$ cat src/rtl/pong_pkg.sv
// Shared definitions for the pong match controller: state encoding and
// default timing/scoring parameters.
package pong_pkg;

    typedef enum logic [2:0] {
        ST_IDLE  = 3'd0,
        ST_SERVE = 3'd1,
        ST_PLAY  = 3'd2,
        ST_POINT = 3'd3,
        ST_OVER  = 3'd4
    } state_t;

    localparam int unsigned DEF_TICK_DIV     = 65536;
    localparam int unsigned DEF_SERVE_FRAMES = 60;
    localparam int unsigned DEF_WIN_SCORE    = 7;
    localparam int unsigned DEF_SCORE_W      = 4;

endpackage

$ cat src/rtl/pong_tick_gen.sv
// Free-running frame divider: counts 0..TICK_DIV-1 and flags the last count
// as a one-cycle frame tick decoded from the registered count.
module pong_tick_gen
    import pong_pkg::*;
#(
    parameter int unsigned TICK_DIV = DEF_TICK_DIV
) (
    input  logic clk,
    input  logic rst_n,
    output logic frame_tick
);

    localparam int unsigned CNT_W = (TICK_DIV > 2) ? $clog2(TICK_DIV) : 1;
    localparam logic [CNT_W-1:0] LAST = CNT_W'(TICK_DIV - 1);

    logic [CNT_W-1:0] count;

    always_ff @(posedge clk or negedge rst_n) begin
        if (!rst_n) begin
            count <= '0;
        end else if (count == LAST) begin
            count <= '0;
        end else begin
            count <= count + CNT_W'(1);
        end
    end

    assign frame_tick = (count == LAST);

endmodule

$ cat src/rtl/pong_match_ctrl.sv
// Pong match sequencer: serve delay, play gating, scoring and winner
// detection around a free-running frame tick.
module pong_match_ctrl
    import pong_pkg::*;
#(
    parameter int unsigned TICK_DIV     = DEF_TICK_DIV,
    parameter int unsigned SERVE_FRAMES = DEF_SERVE_FRAMES,
    parameter int unsigned WIN_SCORE    = DEF_WIN_SCORE,
    parameter int unsigned SCORE_W      = DEF_SCORE_W
) (
    input  logic               clk,
    input  logic               rst_n,
    input  logic               start,
    input  logic               pause,
    input  logic               miss_left,
    input  logic               miss_right,
    output logic               frame_tick,
    output logic               move_en,
    output logic               ball_reset,
    output logic               serve_dir,
    output logic [SCORE_W-1:0] score_l,
    output logic [SCORE_W-1:0] score_r,
    output logic               game_over,
    output logic               winner,
    output logic [2:0]         state
);

    localparam int unsigned SRV_W = (SERVE_FRAMES > 1) ? $clog2(SERVE_FRAMES + 1) : 1;
    localparam logic [SRV_W-1:0]   SRV_LOAD = SRV_W'(SERVE_FRAMES);
    localparam logic [SCORE_W-1:0] WIN      = SCORE_W'(WIN_SCORE);

    state_t           st;
    logic             start_q;
    logic             start_rise;
    logic [SRV_W-1:0] serve_cnt;

    // Point award that can never pass the winning score.
    function automatic logic [SCORE_W-1:0] sat_inc(input logic [SCORE_W-1:0] s);
        return (s >= WIN) ? WIN : s + SCORE_W'(1);
    endfunction

    pong_tick_gen #(
        .TICK_DIV (TICK_DIV)
    ) u_tick (
        .clk        (clk),
        .rst_n      (rst_n),
        .frame_tick (frame_tick)
    );

    assign start_rise = start & ~start_q;
    assign move_en    = (st == ST_PLAY) & frame_tick & ~pause;
    assign state      = st;

    // start_q resets high so a button held through reset is not seen as an edge.
    always_ff @(posedge clk or negedge rst_n) begin
        if (!rst_n) begin
            st         <= ST_IDLE;
            start_q    <= 1'b1;
            serve_cnt  <= '0;
            score_l    <= '0;
            score_r    <= '0;
            serve_dir  <= 1'b1;
            ball_reset <= 1'b0;
            game_over  <= 1'b0;
            winner     <= 1'b0;
        end else begin
            start_q    <= start;
            ball_reset <= 1'b0;
            case (st)
                ST_IDLE: begin
                    score_l <= '0;
                    score_r <= '0;
                    if (start_rise) begin
                        st         <= ST_SERVE;
                        ball_reset <= 1'b1;
                        serve_dir  <= 1'b1;
                        serve_cnt  <= SRV_LOAD;
                    end
                end
                ST_SERVE: begin
                    if (frame_tick) begin
                        serve_cnt <= serve_cnt - SRV_W'(1);
                        if (serve_cnt <= SRV_W'(1)) begin
                            st <= ST_PLAY;
                        end
                    end
                end
                ST_PLAY: begin
                    case ({miss_left, miss_right})
                        2'b10: begin
                            score_r    <= sat_inc(score_r);
                            serve_dir  <= 1'b0;
                            ball_reset <= 1'b1;
                            st         <= ST_POINT;
                        end
                        2'b01: begin
                            score_l    <= sat_inc(score_l);
                            serve_dir  <= 1'b1;
                            ball_reset <= 1'b1;
                            st         <= ST_POINT;
                        end
                        2'b11: begin
                            ball_reset <= 1'b1;
                            st         <= ST_POINT;
                        end
                        default: ;
                    endcase
                end
                ST_POINT: begin
                    if ((score_l == WIN) || (score_r == WIN)) begin
                        st        <= ST_OVER;
                        game_over <= 1'b1;
                        winner    <= (score_r == WIN);
                    end else begin
                        st        <= ST_SERVE;
                        serve_cnt <= SRV_LOAD;
                    end
                end
                ST_OVER: begin
                    if (start_rise) begin
                        st        <= ST_IDLE;
                        score_l   <= '0;
                        score_r   <= '0;
                        game_over <= 1'b0;
                        winner    <= 1'b0;
                    end
                end
                default: st <= ST_IDLE;
            endcase
        end
    end

endmodule

$ cat config.mk
export PLATFORM = sky130hd
export DESIGN_NAME = pong_match_ctrl
export DESIGN_NICKNAME = d
export VERILOG_FILES = /design/src/rtl/pong_pkg.sv /design/src/rtl/pong_tick_gen.sv /design/src/rtl/pong_match_ctrl.sv
export SDC_FILE = /design/constraint.sdc
export NUM_CORES = 1
export LEC_CHECK = 0
export CORE_MARGIN = 4
export CORE_UTILIZATION = 50
export CTS_CLUSTER_SIZE = 25
export DETAILED_ROUTE_END_ITERATION = 10
export PLACE_DENSITY = 0.79
export SETUP_SLACK_MARGIN = 0.3
export SYNTH_ARGS = -nofsm -noshare
export SYNTH_HDL_FRONTEND = slang
export SYNTH_SLANG_ARGS = --single-unit
$ cat constraint.sdc
create_clock -name clk -period 2.1 [get_ports clk]
set_input_delay 0.42 -clock clk [delete_from_list [all_inputs] [get_ports clk]]
set_output_delay 0.42 -clock clk [all_outputs]
set_load 0.01 [all_outputs]
After elaboration in Yosys (flattened, before gate mapping)
Index checks and enable logic that the tools add are counted.
Storage, ports and cells
  bits in registers: 38
  input port bits: 6
Operators by class
  $add $sub $neg: 4
  magnitude comparators: 3
  eq/ne operators: 20
  multiplexer cells: 30
  bitwise gates (word level): 5
  reduce and logical (&&, ||, !) cells: 13
Operator list (count)
  $pmux 4 s3: 2
  $mux 4: 5
  $mux 3: 6
  $mux 6: 3
  $pmux 6 s3: 1
  $add 16x1->16 const B: 1
  $eq 16x16->1 const B: 1
  $mux 16: 1
  $pmux 3 s5: 1
  $ne 2x2->1 const B: 7
  $reduce_and 3->1: 4
  $pmux 1 s2: 5
  $add 4x1->4 const B: 2
  $eq 4x3->1 const B: 2
  $ge 4x3->1 const B: 2
  $eq 3x2->1 const B: 2
  $le 6x1->1 const B: 1
  $mux 1: 6
  $reduce_bool 3->1: 2
  $sub 6x1->6 const B: 1
  $reduce_and 5->1: 1
  $eq 2x2->1 const B: 2
  $ne 2x1->1 const B: 2
  $reduce_and 4->1: 1
  10 further kinds: 14

Logic depth before layout (Yosys ltp)
  depth after elaboration: 4
  gate-level depth with buffers: 6
  gate-level depth less buffers: 5

Hierarchy
A second synthesis with hierarchy kept.
Unflattened totals
  cells, all modules: 192
  area, all modules: 1984.4 um^2
By module, submodules not included
  pong_match_ctrl: instances 1, cells an instance 124, area each 1229.9 um^2, seq. area each 553.0 um^2
  pong_tick_gen: instances 1, cells an instance 68, area each 754.5 um^2, seq. area each 400.4 um^2

Worst setup path after synthesis
OpenSTA, ideal clock, no wires.
  path type: register to register
  from: register st[1] (netlist: state[1])
  to: register score_l[1]
  setup time: 0.127 ns
  data arrival time: 1.685 ns
  data required time: 1.973 ns
  setup slack: 0.287 ns
  stages on the path, launching flop included: 5
  period minus slack after synthesis: 1.813 ns
  cell sequence: dfrtp_1 or3b_1 buf_2 a221oi_2 mux2_1
On the way
  cells in the longest elaborated chain, start to end: 3
  elaborated cells on any way between the ends: 8
RTL lines
  from (decl): line pong_match_ctrl.sv:32  | state_t st;
  from (signal assigned): line pong_match_ctrl.sv:57  | st <= ST_IDLE;
  from (signal assigned): line pong_match_ctrl.sv:74  | st <= ST_SERVE;
  from (signal assigned): line pong_match_ctrl.sv:84  | st <= ST_PLAY;
  $eq 3x2->1 (tied with other cells): line pong_match_ctrl.sv:69  | case (st)
  $ne 2x1->1 (no source line) (tied with other cells)
  $reduce_and 3->1 (no source line)
  to (signal assigned): line pong_match_ctrl.sv:97  | score_l <= sat_inc(score_l);
  to (decl): line pong_match_ctrl.sv:21  | output logic [SCORE_W-1:0] score_l,
Several ways; a longest one is shown, not always the timed one.
A chain may end at the register's enable or synchronous reset.

Worst setup path in the final report
  from: register u_tick.count[0]
  to: output move_en
On the way
  cells in the longest elaborated chain, start to end: 3
RTL lines
  from (decl): line pong_tick_gen.sv:16  | logic [CNT_W-1:0] count;
  from (signal assigned): line pong_tick_gen.sv:24  | count <= count + CNT_W'(1);
  $eq 16x16->1: line pong_tick_gen.sv:28  | assign frame_tick = (count == LAST);
  $and 1x1->1 (2 in series): line pong_match_ctrl.sv:51  | assign move_en = (st == ST_PLAY) & frame_tick & ~pause;
  to (decl): line pong_match_ctrl.sv:18  | output logic move_en,
Every way passes these cells.

==> impl_summary.md <==
Pwr
Summed over all cells, the static leakage comes to between 1 and 1.5 nW. The power density of the placed cells is around 610 nW/um2. The worst IR drop on VDD is 0.397 mV.

The total power after layout is between 1.5 and 2 mW.

Route
The number of DRC markers in iteration 0 is approximately 170. The detailed-route via count is 1759. The average wire length per cell after detail routing is 15.4 um. The count of nets left with antenna violations once routing finished came out at 0. The routed design has roughly 4700 um of wire. In the routed layout, each cell is associated on average with a via count of 5.81. For this run, the detailed router's first-pass iteration total came to 4. The residual DRC count is 0.

Clock tree
The deepest level of the CTS H-tree is 2. TritonCTS built the clock tree. Counting the buffers created by CTS gives 5. The clock-pin slew on the worst setup and hold paths is ~0.070 ns.

For the worst-skew pair, the clock arrives at the later sink with an insertion delay of slightly below 0.3 ns. After clock tree synthesis, the flow added hold-fix buffers numbering 0. The maximum root-to-sink buffer count is 2. For this design, the sink count on the clock tree is 38. In this run the clock root is driven by a clkbuf_8.

Yosys
For this run, asynchronously set or reset flops after synthesis account for 100%. For this run, the register share of the synthesized area comes to between 40 and 50%. The post-synthesis adder-cell area fraction is ~3.1%. The synthesized netlist contains 54 unique library cells.

Synthesis produced a netlist with a net count of between 200 and 250. The synthesized design spends more area on one cell type than any other, namely dfrtp_1. After synthesis, the largest family of logic cells by area is simple AND/OR/NAND/NOR gates. The post-synthesis compound-gate area fraction is between 10% and 20%. The synthesized design contains 38 register bits. The simple logic cell fraction of the synthesized area is a little under a quarter. By area the synthesized netlist is led by dfrtp_1 44%, o21ai_0 3.7%, a21oi_1 3.2%. During synthesis, Yosys emitted a total of 0 warnings. The multiplexer share of the synthesized area is ~1.1%. The top cell type's share of synthesized area is between 40% and 50%.

The post-synthesis xor/xnor area fraction is under 10%. Synthesis handed over a netlist of 203 instances. After synthesis the cells add up to 2030 um2. The mean post-synth cell area is roughly 10 um2. The number of enable-type register cells in the synthesized netlist is 0. The most frequently used flop master after synthesis is dfrtp_1.

STA
The number of setup violations in the final report is 0. In this run the tightest slew margin relative to its limit is 61.4%. Setup repair after global routing could not meet its margin everywhere.

After layout, the minimum clock period comes to 1.87 ns. The worst path uses between 80% and 90% of the clock period. The worst clock skew is between 0.008 and 0.009 ns. The max-slew violation count is 0.

Based on the critical path, the design can be clocked at up to 0.536 GHz. The total count of hold-check failures in the final report came to 0. For the pin with the worst max-slew slack, the measured transition is 0.579 ns. Summed over all failing endpoints, the final setup total negative slack is 0 ns.

Final layout
The most common cell after layout, fill and taps aside is dfrtp_1. The fraction of layout cells with a size suffix above 1 is ~24%. In the final design database the tool counted 265 nets. The layout filler cell count is 309. The signed area change from the synthesized netlist to the final layout is 29.2%. The number of antenna diodes in the final layout is 0.

The post-layout instance count excluding filler cells is between 300 and 400. The top cell types in the final layout, fill and taps aside, are 35 x dfrtp_1, 30 x buf_4, 15 x nand2_1, 15 x o21ai_0, 15 x clkdlybuf4s50_1.

Global routing
The residual overflow from global routing is 0. The number of global-route vias before repair is 1703. The global-route usage over all layers is about a fifth. The met1 track demand over resource in global routing is roughly 29%. Entering global routing, the biggest net connects 27 pins. The global routing met3 resource utilization is under 10%. The met2 track utilization from global routing is approximately 29%.

The number of antenna violations at the first check in global routing is 0. The layer with the highest usage after global routing is met2. The first global-routing pass estimated between 7000 and 8000 um of wire.

Floorplan
The count of standard-cell rows is 22. The effective utilization at floorplan is 53.5%. The die extent in x is just over 70 um. The floorplan step defined a die boundary enclosing about 5000 um2.

The floorplan die height is just over 70 um. The I/O pin count is 23. The total core area is 3800 um2.

Min path
The worst hold path class is input pin to asynchronous set/reset pin.

Placed design
After legalization and detailed placement, the total HPWL measured 3310 um. Including well taps, the total number of placed cells is a little under 300. The congestion estimate from routability-driven global placement came to 0.798. The number of I/O port buffers is 22.

Setup path
The maximum fanout along the worst path is 3. STA classifies the critical path startpoint as a flop. The type of destination of the critical path is an output port. The critical path is of the flop to output port type. For the worst setup path, the data arrival time is 1.45 ns.

Data on the critical path is required at its endpoint by around 1.7 ns.

Job
The count of maximum capacitance violations is 0.

Outcome
The flow ran to the end, and the final reports show no timing, DRC or antenna violations.
[where the power goes]
part	switching [mW]	leakage [nW]	internal (mW)
logic	0.138	0.642	0.129
registers	0.0521	0.479	0.774
clock network	0.245	0.0482	0.265
[Yosys cell counts, types with 3 or more instances]
cell type and number:
a31oi_1 3, nand4_1 3, inv_1 6, and3_1 5
nor2_1 11, nand3_1 10, nor2b_1 4, nand2_1 15
a21oi_1 13, and4_1 3, dfrtp_1 36, clkbuf_1 3
o2bb2ai_1 3, xnor2_1 6, ha_1 5, buf_2 3
nor3_1 3, and2_1 4, o21ai_0 15, or2_2 3
xor2_1 5
[cell type report]
cell class                 instances  area (um2)  area share (%)
sequential                        38         955            36.3
inverter                           6        22.5           0.857
clock buffer                       7        86.3            3.29
multi-input combinational        151        1060            40.5
clock inverter                     1        5.00           0.190
timing repair buffer              52         435            16.6
tap                               48        60.1            2.29
[layer usage]
layer  up-vias  wire, um
met4         0        45
met3         6       260
met5         -         0
li1        851         -
met1       852      2190
met2        50      2160
[worst paths after layout]
| path | startpoint | end | slack [ns] | depth (start not counted) |
|---|---|---|---|---|
| min in group clk | start | start_q$_DFF_PN1_ | 0.46 | 2 |
| max in group asynchronous | rst_n | start_q$_DFF_PN1_ | 1.36 | 2 |
| worst max-delay path | u_tick.count[0]$_DFF_PN0_ | move_en | 0.23 | 5 |
| worst max register to register | u_tick.count[0]$_DFF_PN0_ | state[1]$_DFFE_PN0P_ | 0.25 | 6 |
| worst min register to register | u_tick.count[6]$_DFF_PN0_ | u_tick.count[6]$_DFF_PN0_ | 0.47 | 1 |
| worst min-delay path | rst_n | u_tick.count[6]$_DFF_PN0_ | 0.13 | 1 |
[cell families after synthesis]
| group | count (synthesis) |
|---|---|
| XOR/XNOR | 11 |
| flip-flops | 38 |
| adder cells (fa/ha/maj) | 5 |
| AO/OA/AOI/OAI | 55 |
| buffers and inverters | 14 |
| AND/OR/NAND/NOR | 78 |
| multiplexers | 2 |
[registers in the layout, indices dropped and copies added (netlist names)]
name,cells
serve_cnt,6
score_r,4
state,3
score_l,4
start_q,1
ball_reset,1
winner,1
serve_dir,1
u_tick.count,16
game_over,1
[critical path, cell delays in order (launching register included)]
cell and delay, ns:
dfrtp_1 0.36, ha_2 0.19, and3_4 0.19, nand4_4 0.12
nor4_2 0.15, buf_2 0.17
[metrics by stage]
stage	hold WS, ns	setup WS (ns)	utilization [%]	cell area, um2
finish	0.130	0.233	69.2	2630
global route	0.163	0.144	69.2	2630
global placement	0.455	-0.0888	65.6	2490
CTS	0.149	0.0948	68.9	2620
floorplan	0.124	0.306	-	2040
detailed placement	0.463	-0.120	65.6	2490
[repair_timing]
| item | CTS | global route |
|---|---|---|
| gates resized for setup | 23 | 2 |
| hold endpoints to repair | 0 | 0 |
| pin swaps | 2 | 5 |
| setup endpoints to repair | 17 | 7 |
| buffers inserted | 1 | 1 |
No activity file was read; power rests on OpenSTA's default activity.
==> edit 1, RTL diff (same settings) <==
Reset style: synchronous (`rst_n`), changed in 2 clocked blocks.
--- a/src/rtl/pong_tick_gen.sv
+++ b/src/rtl/pong_tick_gen.sv
@@ -15,7 +15,7 @@
 
     logic [CNT_W-1:0] count;
 
-    always_ff @(posedge clk or negedge rst_n) begin
+    always_ff @(posedge clk) begin
         if (!rst_n) begin
             count <= '0;
         end else if (count == LAST) begin
--- a/src/rtl/pong_match_ctrl.sv
+++ b/src/rtl/pong_match_ctrl.sv
@@ -52,7 +52,7 @@
     assign state      = st;
 
     // start_q resets high so a button held through reset is not seen as an edge.
-    always_ff @(posedge clk or negedge rst_n) begin
+    always_ff @(posedge clk) begin
         if (!rst_n) begin
             st         <= ST_IDLE;
             start_q    <= 1'b1;
Check against the original RTL: differs if rst_n is asserted again (counterexample within 4 cycles, from zero or initial values and one cycle with rst_n low); with rst_n held inactive, the same outputs for 10 cycles.
==> edit 1 against the unedited design <==
  * Via count grew 5.1%
  * Cell count is 13% higher
  * Final area fell by 0.67%
  * Critical path depth is the same
  * Routed wire length is 0.24% higher
  * Synthesized area decreased by 5.4%
  * Setup slack worse by 0.059 ns
  * Synthesized cell count grew 18%
  * Count of clock-buffer cells in the layout is 2 lower
  * Sequential cell count did not move
Power is not compared: it rests on default switching activity, and its combinational part moved more than twofold at a synthesized area within 25%.
==> edit 1: results (changes against the unedited design) <==
stage,metric,value,unit,change
routing,vias per cell,5.40,,was 5.81
logic_synthesis,post-synthesis adder-cell area fraction,0.0325,,was 0.0308
critical_path,reg2reg end,u_tick.count[10]$_SDFF_PP0_,,was state[1]$_DFFE_PN0P_
critical_path,CP arrival,1.51,ns,was 1.45 ns
status,status,"finished, final reports clean",,unchanged
timing,Fin Clk Skew,0.0159,ns,was 0.00804 ns
clock_tree,clk_lat worst skew,0.31,ns,was 0.29 ns
logic_synthesis,area fraction in compound gates after synthesis,0.150,,was 0.185
placement,DP HPWL,3110,µm,was 3310 µm
logic_synthesis,synth cell count leaders,"dfxtp_1, nor2_1, nand2_1",,"was dfrtp_1, nand2_1, o21ai_0"
logic_synthesis,share of synthesized flip-flops with an asynchronous set or reset,0,,was 1.00
placement,placed cell areas,2360,µm²,was 2490 µm²
logic_synthesis,syn nets,250,,was 214
logic_synthesis,Cell variety after synth,41,,was 54
placement,pre-CTS setup slack,-0.0211,ns,was -0.120 ns
critical_path,FF-to-FF Start,u_tick.count[9]$_SDFF_PP0_,,was u_tick.count[0]$_DFF_PN0_
finish,post-layout net count,304,,was 265
logic_synthesis,mux contribution to synthesized area,0.0208,,was 0.0111
min_path,Hold Path Class,reg -> reg,,was in -> async
critical_path,FF-to-FF path depth,9,,was 6
critical_path,R2R Setup Slk,0.39,ns,was 0.25 ns
grt,first-pass GRT wire length,7800,µm,was 8000 µm
routing,drt initial violations,80,,was 172
placement,Cells after DPL,325,,was 293
timing,Max Clk Rate,519,MHz,was 536 MHz
routing,Total Wirelength,4670,µm,was 4660 µm
critical_path,crit path max fanout,2,,was 3
logic_synthesis,top area cells in the synthesized netlist,"dfxtp_1, nor2_1, a21oi_1, nand2_1, inv_1",,"was dfrtp_1, o21ai_0, a21oi_1, ha_1, nand2_1"
grt,largest net degree at the start of global routing,17,,was 27
logic_synthesis,Synth Instances,239,,was 203
finish,layout cells sized above 1,0.204,,was 0.243
logic_synthesis,xor/xnor share of the synthesized area,0.0637,,was 0.0474
routing,via count,1848,,was 1759
grt,GRT Total Usage,0.197,,about the same
==> edit 1: critical path, cell delays in order (launching register included) <==
cell,delay [ns]
dfxtp_2,0.35
nand4_4,0.13
nor4_4,0.33
nand2_2,0.10
nor3_2,0.15
buf_2,0.15
==> edit 1: cell families after synthesis <==
group,after synthesis
muxes,4
buffers and inverters,25
adders and majority gates,5
AOI/OAI and AO/OA,46
DFF,38
and+or+nand+nor,107
xor gates and xnor gates,14
==> edit 1: stage by stage <==
stage	util	setup TNS, ns
final	0.708	0
after global routing	0.708	0
after CTS	0.696	0
after detailed placement	0.639	-0.0211
after global placement	0.639	0
after floorplan	-	0
==> edit 1: layout make-up <==
type	count	area, µm²
Multi-Input combinational cell	176	1100
Fill cell	300	1080
Sequential cell	38	768
Timing Repair Buffer	55	475
Clock buffer	5	68.8
Clock inverter	3	68.8
Inverter	17	63.8
Tap cell	48	60.1
==> edit 1: worst min-delay path by stage <==
| stage | from | end | slack [ns] | cells after the start |
|---|---|---|---|---|
| after floorplan | u_tick.count[0]$_SDFF_PP0_ | u_tick.count[0]$_SDFF_PP0_ | 0.43 | 1 |
| after global placement | game_over$_SDFFE_PN0P_ | game_over$_SDFFE_PN0P_ | 0.46 | 2 |
| after detailed placement | game_over$_SDFFE_PN0P_ | game_over$_SDFFE_PN0P_ | 0.48 | 2 |
| after CTS | game_over$_SDFFE_PN0P_ | game_over$_SDFFE_PN0P_ | 0.49 | 2 |
| after global routing | score_r[2]$_SDFFE_PN0P_ | score_r[2]$_SDFFE_PN0P_ | 0.53 | 2 |
| final | game_over$_SDFFE_PN0P_ | game_over$_SDFFE_PN0P_ | 0.49 | 2 |
==> edit 1: layer usage <==
metal  track usage  up-vias  routed length (µm)
met3        0.0604       12                 224
met1         0.209      853                1960
met4        0.0936        0                 107
met5             0        -                   0
li1              -      942                   -
met2         0.353       41                2380
==> edit 1: what timing repair did <==
item | 4_1_cts | 5_1_grt
cloned | 0 | 1
setup endpoints to repair | 3 | 20
pin swaps | 3 | 3
resized for setup | 19 | 10
buffers inserted | 6 | 2
==> edit 1: power groups by stage <==
stage	logic, µW	registers, µW	clock network [µW]
floorplan	67.0	765	0
global placement	117	763	0
detailed placement	118	763	0
CTS	126	749	760
global route	147	752	796
finish	132	750	749
==> edit 2, RTL diff (same flow settings) <==
Made on the original files. `DEF_SERVE_FRAMES`: 60 -> 30.
--- a/src/rtl/pong_pkg.sv
+++ b/src/rtl/pong_pkg.sv
@@ -11,7 +11,7 @@
     } state_t;
 
     localparam int unsigned DEF_TICK_DIV     = 65536;
-    localparam int unsigned DEF_SERVE_FRAMES = 60;
+    localparam int unsigned DEF_SERVE_FRAMES = 30;
     localparam int unsigned DEF_WIN_SCORE    = 7;
     localparam int unsigned DEF_SCORE_W      = 4;
 
Function: same outputs for any inputs over 10 cycles, from zero or initial values and one cycle with rst_n low; that may be too few to reach the edited logic, so the function may still have changed.
==> edit 2 against the unedited design <==
  * Setup slack got worse by 0.28 ns
  * Synthesized area is 4.2% lower
  * Sequential cell count shrank 1
  * Critical path depth grew 1
  * Die area is 3.8% lower
  * Via count shrank 4.8%
  * Critical path type unchanged
  * Routed wire length shrank 1.7%
  * Total power up 0.75%
  * Cell count is 0.33% lower
  * Maximum frequency fell by 13%
  * Final area rose by 2.5%
  * The flow now finishes with violations (setup timing)
  * Global-route usage shrank 0.45 points
==> edit 2: results (changes against the unedited design) <==
stage,metric,value,unit,change
logic_synthesis,syn avg cell area,10.2,µm²,was 10.0 µm²
critical_path,crit path max fanout,2,,was 3
status,failing checks,setup timing,,
logic_synthesis,sequential area share after synthesis,0.477,,was 0.469
power_and_ir_drop,VDD IR-drop max,0.489,mV,was 0.397 mV
timing,Fin Clk Skew,0.0114,ns,was 0.00804 ns
grt,met1 usage,0.265,,was 0.286
finish,multi-input gates,139,,was 151
finish,post-layout net count,264,,was 265
grt,vias in the first global route,1594,,was 1703
grt,GRT met3 Usage,0.0432,,was 0.0561
grt,largest net degree at the start of global routing,38,,was 27
placement,DP HPWL,3090,µm,was 3310 µm
finish,non-clk buf share,0.193,,was 0.166
critical_path,CP arrival,1.72,ns,was 1.45 ns
routing,met2 wire len,2210,µm,was 2160 µm
routing,Total Wirelength,4580,µm,was 4660 µm
routing,post-DR wirelength/cell,15.2,µm,was 15.4 µm
routing,drt initial violations,201,,was 172
power_and_ir_drop,internal power,1220,µW,was 1170 µW
logic_synthesis,post-synthesis adder-cell area fraction,0.0321,,was 0.0308
status,status,finished with violations,,"was finished, final reports clean"
timing,PnR worst setup slack,-0.0425,ns,was 0.233 ns
finish,Non-CTS inverters,9,,was 6
logic_synthesis,xor/xnor share of the synthesized area,0.0450,,was 0.0474
timing,setup violators final,1,,was 0
finish,register area,930,µm²,was 955 µm²
logic_synthesis,syn nets,202,,was 214
[edit 2: power by group through the flow]
stage	logic [µW]	registers, µW	clock network, µW
finish	195	782	638
global route	214	787	685
CTS	189	781	650
detailed placement	181	793	0
global placement	176	790	0
floorplan	104	790	0
[edit 2: repair_timing]
| action | in CTS | in global routing |
|---|---|---|
| pin swaps | 9 | 7 |
| resized for setup | 24 | 8 |
| setup endpoints to repair | 12 | 12 |
| setup buffers | 5 | 6 |
| hold buffers | 0 | 0 |
[edit 2: final timing paths]
check	from	to	slack [ns]	depth (start not counted)
worst max-delay path	u_tick.count[1]$_DFF_PN0_	move_en	-0.04	6
worst max register to register	u_tick.count[1]$_DFF_PN0_	serve_cnt[2]$_DFFE_PN0P_	0.17	9
min in group clk	start	start_q$_DFF_PN1_	0.38	1
worst min register to register	serve_dir$_DFFE_PN1P_	serve_dir$_DFFE_PN1P_	0.53	1
max in group asynchronous	rst_n	state[1]$_DFFE_PN0P_	1.33	1
worst min-delay path	rst_n	u_tick.count[4]$_DFF_PN0_	0.21	1
